<file path="config.mk">
export PLATFORM = sky130hd
export DESIGN_NAME = bcd_seq_conv
export DESIGN_NICKNAME = d
export VERILOG_FILES = /design/src/rtl/bcd_pkg.sv /design/src/rtl/bcd_seq_conv_add3.sv /design/src/rtl/bcd_seq_conv.sv
export SDC_FILE = /design/constraint.sdc
export NUM_CORES = 1
export LEC_CHECK = 0
export ABC_CLOCK_PERIOD_IN_PS = 1700
export CAP_MARGIN = 20
export CORE_ASPECT_RATIO = 2
export CORE_MARGIN = 2
export CORE_UTILIZATION = 51
export CTS_BUF_LIST = sky130_fd_sc_hd__clkbuf_8
export CTS_CLUSTER_DIAMETER = 100
export DETAILED_ROUTE_END_ITERATION = 6
export PLACE_DENSITY = 0.78
export SLEW_MARGIN = 20
export SYNTH_ARGS = -nofsm -noshare
export SYNTH_HDL_FRONTEND = slang
export SYNTH_HIERARCHICAL = 1
export SYNTH_SLANG_ARGS = --single-unit
</file>
<file path="constraint.sdc">
create_clock -name clk_i -period 1.7 [get_ports clk_i]
set_clock_uncertainty 0.2 [all_clocks]
set_input_delay 0.34 -clock clk_i [delete_from_list [all_inputs] [get_ports clk_i]]
set_output_delay 0.34 -clock clk_i [all_outputs]
set_load 0.05 [all_outputs]
</file>
<file path="src/rtl/bcd_pkg.sv">
// Shared types and constants for the sequential binary-to-BCD converter.
package bcd_pkg;

  typedef enum logic [1:0] {
    StIdle  = 2'd0,
    StShift = 2'd1,
    StDone  = 2'd2
  } state_e;

  typedef logic [3:0] digit_t;

  localparam digit_t DIGIT_MAX   = 4'd9;
  localparam digit_t ADD3_THRESH = 4'd5;

  function automatic digit_t add3(input digit_t d);
    return (d >= ADD3_THRESH) ? digit_t'(d + 4'd3) : d;
  endfunction

endpackage

</file>
<file path="src/rtl/bcd_seq_conv_add3.sv">
// Single-digit double-dabble correction: add 3 when the digit is 5 or more.
module bcd_seq_conv_add3
  import bcd_pkg::*;
(
  input  digit_t d_i,
  output digit_t d_o
);

  assign d_o = add3(d_i);

endmodule

</file>
<file path="src/rtl/bcd_seq_conv.sv">
// Sequential binary-to-BCD converter, one double-dabble iteration per cycle.
// Define BCD_SAT_EN to saturate bcd_o to all nines when the operand overflows.
module bcd_seq_conv
  import bcd_pkg::*;
#(
  parameter int unsigned N      = 14,
  parameter int unsigned DIGITS = 4
) (
  input  logic                  clk_i,
  input  logic                  rst_i,
  input  logic                  in_valid_i,
  output logic                  in_ready_o,
  input  logic [N-1:0]          bin_i,
  output logic                  out_valid_o,
  input  logic                  out_ready_i,
  output logic [4*DIGITS-1:0]   bcd_o,
  output logic                  ovf_o
);

  localparam int unsigned BcdW = 4 * DIGITS;
  localparam int unsigned CntW = $clog2(N + 1);
  localparam logic [CntW-1:0] CntMax = CntW'(N);

  state_e              state_q, state_d;
  logic [CntW-1:0]     cnt_q, cnt_d;
  logic [N-1:0]        sr_q, sr_d;
  logic [BcdW-1:0]     acc_q, acc_d;
  logic                sticky_q, sticky_d;
  logic [BcdW-1:0]     bcd_q, bcd_d;
  logic                ovf_q, ovf_d;
  logic [BcdW-1:0]     acc_adj;

  for (genvar i = 0; i < DIGITS; i++) begin : g_add3
    bcd_seq_conv_add3 u_add3 (
      .d_i (acc_q[4*i +: 4]),
      .d_o (acc_adj[4*i +: 4])
    );
  end

  always_comb begin
    state_d  = state_q;
    cnt_d    = cnt_q;
    sr_d     = sr_q;
    acc_d    = acc_q;
    sticky_d = sticky_q;
    bcd_d    = bcd_q;
    ovf_d    = ovf_q;
    unique case (state_q)
      StIdle: begin
        if (in_valid_i) begin
          state_d  = StShift;
          sr_d     = bin_i;
          acc_d    = '0;
          cnt_d    = '0;
          sticky_d = 1'b0;
        end
      end
      StShift: begin
        if (cnt_q == CntMax) begin
          state_d = StDone;
          ovf_d   = sticky_q;
`ifdef BCD_SAT_EN
          bcd_d   = sticky_q ? {DIGITS{DIGIT_MAX}} : acc_q;
`else
          bcd_d   = acc_q;
`endif
        end else begin
          // The carry out of the top digit is the part of the operand that does not fit.
          acc_d    = {acc_adj[BcdW-2:0], sr_q[N-1]};
          sr_d     = {sr_q[N-2:0], 1'b0};
          sticky_d = sticky_q | acc_adj[BcdW-1];
          cnt_d    = cnt_q + CntW'(1);
        end
      end
      StDone: begin
        if (out_ready_i) begin
          state_d = StIdle;
        end
      end
      default: begin
        state_d = StIdle;
      end
    endcase
  end

  always_ff @(posedge clk_i) begin
    if (rst_i) begin
      state_q  <= StIdle;
      cnt_q    <= '0;
      sr_q     <= '0;
      acc_q    <= '0;
      sticky_q <= 1'b0;
      bcd_q    <= '0;
      ovf_q    <= 1'b0;
    end else begin
      state_q  <= state_d;
      cnt_q    <= cnt_d;
      sr_q     <= sr_d;
      acc_q    <= acc_d;
      sticky_q <= sticky_d;
      bcd_q    <= bcd_d;
      ovf_q    <= ovf_d;
    end
  end

  assign in_ready_o  = (state_q == StIdle);
  assign out_valid_o = (state_q == StDone);
  assign bcd_o       = bcd_q;
  assign ovf_o       = ovf_q;

endmodule
</file>
==> metrics.txt <==
mapped cell area=2660 µm²; drt pass-1 iters=4; #FFs+latches synth=54; GR Overflow Total=0; Post-CTS Hold Buffers=0; Worst-path clk slew=0.10 ns; Post-DP HPWL=4600 µm; Final Util=73.4%; Initial Util=52.2%; syn avg cell area=7.89 µm²; first-pass GRT wire length=11400 µm; Critical Path AT=1.82 ns; Worst-Skew Late Latency=0.32 ns; Placer Congestion=0.830; Net Count, Synth=365; Largest delay share family, worst path=simple AND/OR/NAND/NOR gates; CTS tree=yes; final hold vios=0; fmax=567 MHz; Slew @ Worst Pin=0.405 ns; deepest clock path buffer count=2; Switch Pwr=599 µW; final worst path period share=104%; Cells after Synth=337; ratio of cells with drive above 1 in the final layout=24.2%; Finished Layout Cells=446; H-Tree Depth=2; Power Dens Cells=657 nW/µm²; Ys Warns=6; Sequential Power Share=53.6%; Leak=0.00138 µW; # nets final=415; DRC errors left=0; Internal Pwr Total=1860 µW; multi-input logic area=1490 µm²; Die ar.=5840 µm²; area grow syn2layout=40.7%; DIE HEIGHT=106 µm; detailed-route via count=2712; Crit Path Category=flop to flop; final WL=7120 µm; starting DRC count in detailed routing=136; CTS root buf=clkbuf_8; min cycle time layout=1.76 ns; wire length per cell=16.0 µm; remaining antenna violation count after routing=0; Comb power frac=11.3%; Core ar.=5090 µm²; GRT Overall Usage=26.0%; FF/Latch Area=1090 µm²; mux contribution to synthesized area=1.51%; largest family of logic cells by synthesized area=compound AO/OA/AOI/OAI gates; Critical Path Max Stage Delay=0.50 ns; run status=complete, but fails checks; vias in the first global route=2603; CP Cell Sequence=inv_2 -> ha_4 -> and4_4 -> buf_12 -> or4_4 -> a21oi_2; num rows=37; CP bufs+invs=2; antenna cells=0; Synth cell types=32; number of flops mapped to enable cells by yosys=0; worst vdd rail ir drop=733 µV; I/O Pins=37; RSZ-0062 raised after global routing=yes; Max FO, Critical Path=3; Clock power frac=35.1%; Crit-path slowest cell=or4_4; PortBufs=36; Req. time, crit path=1.76 ns; Die Wd=55.0 µm; fin. max-slew vios=0; most common cell after layout, fill and taps aside=dfxtp_1; commonest non-fill, non-tap cells in the layout=dfxtp_1, a21oi_1, nand2_1, o21ai_0, buf_4; post-synthesis compound-gate area fraction=25.5%; Synth Area in Adders=4.71%; sequential-to-total area share from yosys stat=40.7%; ys async rst share=0%; CP Launch Type=flop; Layout fillers=370; Post-Synth XOR/XNOR Area=1.32%; Setup crit end kind=flop; worst min path class=primary input to flop; Max Cap Violations=0; maximum number of pins on one net before global-route repair=42; failing checks=negative setup slack; Slew headroom=73.0%; initial antenna violation count=0; worst setup margin=-0.0646 ns; Main synth FF type=dfxtp_1; Simple-Gate Fraction of Synth Area=19.6%; Sw Share=24.4%; Clock Sink Count=54; Inst Count DP=429; final setup fails=3; CTS buffer count=5; DR vias/cell=6.08
power by group through the flow:
stage	combinational [µW]	clock [µW]	sequential, µW
after floorplan	144	0	1340
after global placement	241	0	1350
after detailed placement	248	0	1350
after CTS	262	871	1320
after global routing	304	922	1320
final	279	863	1320
stage by stage:
step	hold WS [ns]	TNS, ns	area, µm²	total power [µW]	setup slack, ns
after floorplan	0.243	0	2660	1480	0.00693
after global routing	0.246	-1.46	3740	2550	-0.102
after global placement	0.259	-7.85	3390	1590	-0.410
after CTS	0.229	-0.264	3650	2450	-0.0454
final	0.236	-0.0956	3740	2460	-0.0646
after detailed placement	0.269	-9.39	3390	1590	-0.498
state kept, by name, indices dropped and copies added (netlist names):
signal / flops
cnt_q: 4
state_q: 2
sticky_q: 1
ovf_o: 1
bcd_o: 16
sr_q: 14
acc_q: 16
layer usage:
metal / part of all wire [%] / up-vias / track usage [%]
met1: 36 / 1285 / 28.5
li1: - / 1298 / -
met5: 0 / - / 0
met3: 4.1 / 26 / 4.49
met2: 56 / 103 / 44.7
met4: 3.7 / 0 / 13.4
worst reg2reg max path: stages (launching register included):
cell and delay (ns):
dfxtp_2 0.35, inv_2 0.05, ha_4 0.16, and4_4 0.19, buf_12 0.13, or4_4 0.50, a21oi_2 0.14
synth_stat cells (6+ instances only):
master,number,share of area [%]
dfxtp_1,54,41
a21oi_1,50,9.4
nand2_1,44,6.2
o21ai_0,41,7.7
nand3_1,19,3.6
nand4_1,17,4.0
clkbuf_1,15,2.1
a311oi_1,13,4.3
buf_2,13,2.4
ha_1,10,4.7
nand2b_1,10,2.4
inv_1,9,1.3
nor2_1,6,0.85
timing repair:
action                     4_1_cts  5_1_grt
gates resized for setup         21       29
gates cloned                     1        0
setup endpoints to repair       18       50
buffers inserted                 7        1
pin swaps                        6       15
area by class of cell:
class                   instances  share of cell area (%)
inverters                       9                   0.904
well taps                      58                    1.94
repair buffers                 74                    25.1
flip-flops and latches         54                    29.2
multi-input cells             243                    39.9
clock inverters                 3                    1.10
clock buffers                   5                    1.84
cells by family (layout without fill, tap and decap cells):
family                     count (synthesis)  after routing
adders and majority gates                 10             10
buffers and inverters                     40             91
AOI/OAI and AO/OA                        119            119
xor gates and xnor gates                   4              4
muxes                                      4              4
and+or+nand+nor                          106            106
DFF                                       54             54
path summary, 6_finish.rpt:
kind | start | to | slack (ns) | cells past startpoint
setup / recovery | cnt_q[0] | cnt_q[1] | -0.06 | 6
hold / removal | rst_i | bcd_o[4] | 0.24 | 2
setup reg to reg | cnt_q[0] | cnt_q[1] | -0.06 | 6
hold reg to reg | sr_q[13] | acc_q[0] | 0.28 | 2
Power figures use the tool's default switching activity.
